<file path="src/rtl/axba_sched_pkg.sv">
// Shared types and default line geometry for the axba decompression scheduler.
// Optional stall-abort logic elsewhere is enabled by AXBA_SCHED_TIMEOUT_EN.
package axba_sched_pkg;

    localparam int WORD_W = 32;
    localparam int BEATS  = 8;
    localparam int LINE_W = BEATS * WORD_W;

    typedef logic [LINE_W-1:0] line_t;

    typedef enum logic [2:0] {
        IDLE,
        LOAD,
        FIRE,
        WAIT,
        RESP
    } sched_state_e;

endpackage

</file>
<file path="src/rtl/axba_rr_arbiter.sv">
// Rotate-priority pick: first requester at or after i_ptr, wrapping.
// Purely combinational; the caller latches the grant.
module axba_rr_arbiter #(
    parameter int N = 4
) (
    input  logic [N-1:0]         i_req,
    input  logic [$clog2(N)-1:0] i_ptr,
    output logic [$clog2(N)-1:0] o_grant,
    output logic                 o_any
);
    import axba_sched_pkg::*;

    localparam int IW = $clog2(N);
    localparam logic [IW:0] NUM = (IW+1)'(N);

    logic [N-1:0]  w_rot;
    logic [IW-1:0] w_off;
    logic [IW:0]   w_sum;

    // Rotate so that bit 0 is the requester under the pointer.
    assign w_rot = N'({i_req, i_req} >> i_ptr);

    always_comb begin
        w_off = '0;
        for (int i = N-1; i >= 0; i--) begin
            if (w_rot[i]) begin
                w_off = IW'(i);
            end
        end
    end

    assign w_sum   = {1'b0, i_ptr} + {1'b0, w_off};
    assign o_grant = (w_sum >= NUM) ? IW'(w_sum - NUM)
                                    : w_sum[IW-1:0];
    assign o_any   = |i_req;

endmodule

</file>
<file path="src/rtl/axba_decomp_scheduler.sv">
// Shares one axba decompression engine among NUM_REQ requesters, one line at a time.
// Define AXBA_SCHED_TIMEOUT_EN to abort bursts that stall for TIMEOUT cycles.
module axba_decomp_scheduler #(
    parameter int NUM_REQ = 4,
    parameter int BEATS   = axba_sched_pkg::BEATS,
    parameter int WORD_W  = axba_sched_pkg::WORD_W,
    parameter int ENG_LAT = 1
`ifdef AXBA_SCHED_TIMEOUT_EN
   ,parameter int TIMEOUT = 64
`endif
) (
    input  logic                       clk,
    input  logic                       reset_n,
    input  logic [NUM_REQ-1:0]         req_valid,
    input  logic [NUM_REQ*WORD_W-1:0]  req_data,
    output logic [NUM_REQ-1:0]         req_ready,
    output logic [WORD_W-1:0]          eng_data [BEATS],
    output logic                       eng_valid,
    input  logic [BEATS*WORD_W-1:0]    eng_result,
    output logic                       rsp_valid,
    input  logic                       rsp_ready,
    output logic [BEATS*WORD_W-1:0]    rsp_data,
    output logic [$clog2(NUM_REQ)-1:0] rsp_id,
    output logic                       err_timeout
);
    import axba_sched_pkg::*;

    localparam int IDW = $clog2(NUM_REQ);
    localparam int LW  = BEATS * WORD_W;
    localparam int BCW = $clog2(BEATS);
    localparam int LCW = $clog2(ENG_LAT + 1);

    sched_state_e    r_state;
    logic [IDW-1:0]  r_grant;
    logic [IDW-1:0]  r_rr_ptr;
    logic [BCW-1:0]  r_beat_cnt;
    logic [LCW-1:0]  r_lat_cnt;
    logic [WORD_W-1:0] r_buf [BEATS];
    logic            r_eng_valid;
    logic            r_rsp_valid;
    logic [LW-1:0]   r_rsp_data;
    logic [IDW-1:0]  r_rsp_id;

    logic [IDW-1:0]     w_pick;
    logic               w_any;
    logic [NUM_REQ-1:0] w_ready;
    logic               w_hs;
    logic               w_last;
    logic [WORD_W-1:0]  w_beat;
    logic [IDW-1:0]     w_next_ptr;

`ifdef AXBA_SCHED_TIMEOUT_EN
    localparam int TCW = $clog2(TIMEOUT);
    logic [TCW-1:0] r_stall;
    logic           r_err;
`endif

    axba_rr_arbiter #(
        .N       (NUM_REQ)
    ) u_arb (
        .i_req   (req_valid),
        .i_ptr   (r_rr_ptr),
        .o_grant (w_pick),
        .o_any   (w_any)
    );

    always_comb begin
        w_ready = '0;
        if (r_state == LOAD) begin
            w_ready[r_grant] = 1'b1;
        end
    end

    always_comb begin
        w_beat = '0;
        for (int r = 0; r < NUM_REQ; r++) begin
            if (r_grant == IDW'(r)) begin
                w_beat = req_data[r*WORD_W +: WORD_W];
            end
        end
    end

    assign w_hs       = |(w_ready & req_valid);
    assign w_last     = (r_beat_cnt == BCW'(BEATS - 1));
    assign w_next_ptr = (r_grant == IDW'(NUM_REQ - 1)) ? '0
                                                       : r_grant + 1'b1;

    always_ff @(posedge clk or negedge reset_n) begin
        if (!reset_n) begin
            r_state     <= IDLE;
            r_grant     <= '0;
            r_rr_ptr    <= '0;
            r_beat_cnt  <= '0;
            r_lat_cnt   <= '0;
            r_eng_valid <= 1'b0;
            r_rsp_valid <= 1'b0;
            r_rsp_data  <= '0;
            r_rsp_id    <= '0;
            for (int b = 0; b < BEATS; b++) begin
                r_buf[b] <= '0;
            end
`ifdef AXBA_SCHED_TIMEOUT_EN
            r_stall     <= '0;
            r_err       <= 1'b0;
`endif
        end else begin
            r_eng_valid <= 1'b0;
`ifdef AXBA_SCHED_TIMEOUT_EN
            r_err       <= 1'b0;
`endif
            unique case (r_state)
                IDLE: begin
                    if (w_any) begin
                        r_grant    <= w_pick;
                        r_beat_cnt <= '0;
                        r_state    <= LOAD;
`ifdef AXBA_SCHED_TIMEOUT_EN
                        r_stall    <= '0;
`endif
                    end
                end
                LOAD: begin
                    if (w_hs) begin
                        r_buf[r_beat_cnt] <= w_beat;
                        if (w_last) begin
                            r_beat_cnt  <= '0;
                            r_eng_valid <= 1'b1;
                            r_state     <= FIRE;
                        end else begin
                            r_beat_cnt <= r_beat_cnt + 1'b1;
                        end
                    end
`ifdef AXBA_SCHED_TIMEOUT_EN
                    // A stalled burst is dropped whole; the requester loses its turn.
                    if (w_hs) begin
                        r_stall <= '0;
                    end else if (r_stall == TCW'(TIMEOUT - 1)) begin
                        r_stall    <= '0;
                        r_err      <= 1'b1;
                        r_beat_cnt <= '0;
                        r_rr_ptr   <= w_next_ptr;
                        r_state    <= IDLE;
                        for (int b = 0; b < BEATS; b++) begin
                            r_buf[b] <= '0;
                        end
                    end else begin
                        r_stall <= r_stall + 1'b1;
                    end
`endif
                end
                FIRE: begin
                    r_lat_cnt <= '0;
                    r_state   <= WAIT;
                end
                WAIT: begin
                    if (r_lat_cnt == LCW'(ENG_LAT - 1)) begin
                        r_rsp_data  <= eng_result;
                        r_rsp_id    <= r_grant;
                        r_rsp_valid <= 1'b1;
                        r_state     <= RESP;
                    end else begin
                        r_lat_cnt <= r_lat_cnt + 1'b1;
                    end
                end
                RESP: begin
                    if (rsp_ready) begin
                        r_rsp_valid <= 1'b0;
                        r_rr_ptr    <= w_next_ptr;
                        r_state     <= IDLE;
                    end
                end
                default: r_state <= IDLE;
            endcase
        end
    end

    assign req_ready = w_ready;
    assign eng_data  = r_buf;
    assign eng_valid = r_eng_valid;
    assign rsp_valid = r_rsp_valid;
    assign rsp_data  = r_rsp_data;
    assign rsp_id    = r_rsp_id;

`ifdef AXBA_SCHED_TIMEOUT_EN
    assign err_timeout = r_err;
`else
    assign err_timeout = 1'b0;
`endif

endmodule

</file>
<file path="config.mk">
export PLATFORM = sky130hd
export DESIGN_NAME = axba_decomp_scheduler
export DESIGN_NICKNAME = d
export VERILOG_FILES = /design/src/rtl/axba_sched_pkg.sv /design/src/rtl/axba_rr_arbiter.sv /design/src/rtl/axba_decomp_scheduler.sv
export SDC_FILE = /design/constraint.sdc
export NUM_CORES = 1
export LEC_CHECK = 0
export CORE_AREA = 2 2 356 358
export CTS_BUF_LIST = sky130_fd_sc_hd__clkbuf_4 sky130_fd_sc_hd__clkbuf_8
export CTS_CLUSTER_SIZE = 12
export DETAILED_ROUTE_END_ITERATION = 6
export DIE_AREA = 0 0 358 360
export GPL_TIMING_DRIVEN = 1
export MAX_ROUTING_LAYER = met4
export SYNTH_ARGS = -nofsm -noshare
export SYNTH_HDL_FRONTEND = slang
export SYNTH_HIERARCHICAL = 1
export SYNTH_SLANG_ARGS = --single-unit
</file>
<file path="constraint.sdc">
create_clock -name clk -period 2.9 [get_ports clk]
set_clock_uncertainty 0.05 [all_clocks]
set_input_delay 0.29 -clock clk [delete_from_list [all_inputs] [get_ports clk]]
set_output_delay 0.29 -clock clk [all_outputs]
set_load 0.02 [all_outputs]
</file>
==> results_tabular.tex <==
\begin{tabular}{lr}
\hline
Metric & Value \\
\hline
\multicolumn{2}{l}{\textbf{Run}} \\
\quad Max-Cap Viols & 0 \\
\multicolumn{2}{l}{\textbf{Die}} \\
\quad Effective utilization at floorplan & 0.166 \\
\quad Floorplan die area & 0.129 sq mm \\
\quad Number of ports placed on the die boundary & 912 \\
\quad Width of the chip & roughly 360 um \\
\quad Core area & 0.125 sq mm \\
\quad Die Y & approximately 360 um \\
\quad Row count & 130 \\
\multicolumn{2}{l}{\textbf{STA}} \\
\quad Worst Tran Pin Value & $\sim$1.2 ns \\
\quad Achievable Freq & between 0.3 and 0.4 GHz \\
\quad Smallest hold slack & 0.143 ns \\
\quad Fin. max-slew vios & 0 \\
\quad Share of the cycle needed by the critical path after routing & 0.959 \\
\quad Hold Vio Cnt, Final & 0 \\
\quad Headroom to the max-slew limit & 0.200 \\
\quad Post-route setup slack & roughly 0.12 ns \\
\quad Number of setup violations in the final report & 0 \\
\quad Min cycle time layout & around 2.8 ns \\
\multicolumn{2}{l}{\textbf{Power}} \\
\quad Reported leakage power & around 15 nW \\
\quad PnR Total Power & 43.2 mW \\
\quad Power density over the cells & around 1200 mW/mm\^{}2 \\
\quad Peak supply drop & roughly 0.00072 V \\
\multicolumn{2}{l}{\textbf{Logic synthesis}} \\
\quad Total nets after synthesis & between 2000 and 2500 \\
\quad Top FF cell, synth & dfrtp\_1 \\
\quad Fraction of the yosys area taken by sequential cells & 0.636 \\
\quad Total of warnings raised by yosys & 6 \\
\quad EDFF count, synth & 0 \\
\quad Async set-or-reset flop fraction in the synthesized netlist & 1.00 \\
\quad Post-Synthesis Cells & $\sim$1600 \\
\quad Area of the mapped netlist & slightly above 0.02 sq mm \\
\quad Mean Syn Cell Area & approximately 13 sq um \\
\quad Number of distinct standard cells referenced by the synthesized netlist & 53 \\
\quad Flop and latch count out of synthesis & 526 \\
\multicolumn{2}{l}{\textbf{Global route}} \\
\quad Global-route congestion overflow total & 0 \\
\quad Total GRT Usage & 0.153 \\
\quad Global-route wire length before repair & between 100000 and 150000 um \\
\quad Largest net degree at the start of global routing & 80 \\
\quad Via count of the first global-routing pass & 19000 \\
\quad Antenna violations before repair & 17 \\
\multicolumn{2}{l}{\textbf{Clocking}} \\
\quad Buffer cell driving the clock tree root & clkbuf\_8 \\
\quad TritonCTS clock tree & done \\
\quad Number of levels the H-tree was split into & 3 \\
\quad Clock latency on the worst-skew pair & approximately 0.74 ns \\
\quad Clock-pin slew of the registers on the worst-case setup and hold paths & roughly 0.05 ns \\
\quad Clock buffers created by TritonCTS & between 90 and 100 \\
\quad Maximum root-to-sink buffer count & 3 \\
\quad CTS sink count & approximately 530 \\
\multicolumn{2}{l}{\textbf{Placed design}} \\
\quad Count of placed standard cells including taps & a little over 4000 \\
\quad Final weighted congestion in routability-driven placement & just over 0.8 \\
\quad PortBufs & 910 \\
\quad HPWL after DPL & around 74000 um \\
\quad Placement Setup Slack & -0.0991 ns \\
\multicolumn{2}{l}{\textbf{Drt}} \\
\quad Met3 Wirelength & 9380 um \\
\quad Vias after detailed routing & 17700 \\
\quad Remaining routing DRC violations & 0 \\
\quad Drt pass-1 iters & 5 \\
\quad Uppermost routed layer & met4 \\
\quad Remaining antenna violation count & 0 \\
\quad DR WL/cell & approximately 21 um \\
\quad Vias per cell & roughly 3.9 \\
\quad 1st-iter DRT viols & roughly 1100 \\
\quad Met2 WL post-DR & around 46000 um \\
\quad Final Routed Wirelength & 98100 um \\
\quad Routed metal-1 wire length & 39400 um \\
\multicolumn{2}{l}{\textbf{Setup path}} \\
\quad Slowest cell on the critical path & o221ai\_1 \\
\quad Worst path required time & $\sim$3.4 ns \\
\quad Slowest cell delay on critical path & 0.90 ns \\
\quad Category of cells accounting for the largest share of critical-path delay & compound AO/OA/AOI/OAI gates \\
\quad R2R Setup Slk & about 0.12 ns \\
\quad Maximum fanout count along the critical path & 22 \\
\quad Cells along the critical path & inv\_2, ha\_2, nand2\_2, buf\_12, buf\_4, o221ai\_1, o21ai\_0 \\
\quad Startpoint type of the worst setup path & register \\
\quad CP Capture Type & register \\
\quad Bufs and invs on worst path & 3 \\
\quad Arrival time of the worst setup path & approximately 3.3 ns \\
\quad Critical path class & register to register \\
\multicolumn{2}{l}{\textbf{Outcome}} \\
\quad Outcome & completed \\
\multicolumn{2}{l}{\textbf{Final layout}} \\
\quad Fraction of layout cells with a size suffix above 1 & 0.195 \\
\quad Commonest cells after routing, fill and taps aside & clkdlybuf4s50\_1 (905), dfrtp\_1 (525), nand2\_1 (314), mux2\_2 (257), dlygate4sd3\_1 (236) \\
\quad Final cell count without fillers & between 4000 and 5000 \\
\quad Signed area change from the synthesized netlist to the final layout & 77.3\% \\
\quad Final Net Count & between 3000 and 4000 \\
\quad Most common cell after layout, fill and taps aside & clkdlybuf4s50\_1 \\
\multicolumn{2}{l}{\textbf{Hold path}} \\
\quad Tightest Hold Check Type & input port to register \\
\hline
\end{tabular}
per-stage QoR:
stage          cell area (sq um)  setup TNS, ns   util
5_1_grt                    36600        -0.0160  0.293
3_3_place_gp               31900          -2.96  0.256
4_1_cts                    36600              0  0.293
3_5_place_dp               31900         -0.905  0.256
2_1_floorplan              20700              0      -
6_report                   36700              0  0.294
final timing paths:
path | from | endpoint | depth (start not counted)
setup / recovery | r_grant[0] | eng_data[27] | 7
hold / removal | eng_result[224] | rsp_data[224] | 2
setup reg to reg | r_grant[0] | eng_data[27] | 7
hold reg to reg | eng_data[153] | eng_data[153] | 2
max in group asynchronous | reset_n | eng_data[69] | 4
min in group asynchronous | reset_n | eng_data[41] | 3
final cells by class:
cell class,count,area (sq um)
Sequential cell,526,13200
Tap cell,1650,2060
Multi-Input combinational cell,969,6810
Antenna cell,20,50.0
Clock buffer,148,1890
Clock inverter,22,292
Timing Repair Buffer,1226,12400
Fill cell,12700,88300
Inverter,5,18.8
cells in the mapped netlist (2+ instances only):
| cell type | n | area (sq um) |
|---|---|---|
| o211ai_1 | 23 | 173 |
| clkbuf_8 | 3 | 41.3 |
| a21oi_1 | 3 | 15.0 |
| buf_4 | 19 | 143 |
| dlymetal6s2s_1 | 2 | 25.0 |
| mux2_2 | 257 | 2890 |
| nand2b_1 | 2 | 12.5 |
| inv_1 | 4 | 15.0 |
| o21ai_1 | 146 | 731 |
| nor2_1 | 7 | 26.3 |
| clkbuf_1 | 10 | 37.5 |
| o221ai_1 | 31 | 272 |
| buf_2 | 32 | 160 |
| ha_1 | 7 | 87.6 |
| nor3b_1 | 3 | 22.5 |
| o21ai_0 | 103 | 515 |
| nand3b_1 | 5 | 37.5 |
| dfrtp_1 | 526 | 13200 |
| or2_2 | 2 | 12.5 |
| nand2_1 | 315 | 1180 |
| o31ai_1 | 2 | 15.0 |
| and2_2 | 5 | 37.5 |
| nor2b_1 | 2 | 12.5 |
| nor3_1 | 2 | 10.0 |
| a221o_1 | 10 | 100 |
| o21ai_2 | 16 | 140 |
| buf_6 | 34 | 383 |
| o2111ai_4 | 7 | 184 |
repair_timing:
action	4_1_cts	5_1_grt
gates cloned	0	0
setup buffers	0	2
hold buffers	237	0
endpoints found under the setup margin	22	39
pin swaps	0	2
gates resized for setup	12	4
hold endpoints to repair	683	0
state kept, by name (all words and copies together) (netlist names), 2 cells and up:
register    count
eng_data      256
rsp_data      256
rsp_id          2
r_state         3
r_beat_cnt      3
r_grant         2
r_rr_ptr        2
kinds of logic after synthesis:
group | Yosys count | synth area share
other cells | 1 | 0.000181
fa+ha+maj | 7 | 0.00423
compound gates | 350 | 0.109
buf+inv | 108 | 0.0406
flops | 526 | 0.636
simple gates | 351 | 0.0687
mux | 258 | 0.140
xor+xnor | 2 | 0.000847
report_power, final:
| part | leakage (nW) | internal [mW] | total [mW] | switching [mW] |
|---|---|---|---|---|
| sequential | 6.47 | 10.8 | 12.8 | 2.04 |
| combinational | 7.47 | 9.77 | 22.3 | 12.6 |
| clock | 1.15 | 4.61 | 8.01 | 3.39 |
| total | 15.1 | 25.2 | 43.2 | 18.0 |
layer usage:
metal	vias to the layer above	global-route usage
met5	-	-
met4	0	0.0620
met3	155	0.0584
met2	753	0.240
met1	8673	0.173
li1	8105	-
No activity file was read; power rests on OpenSTA's default activity.
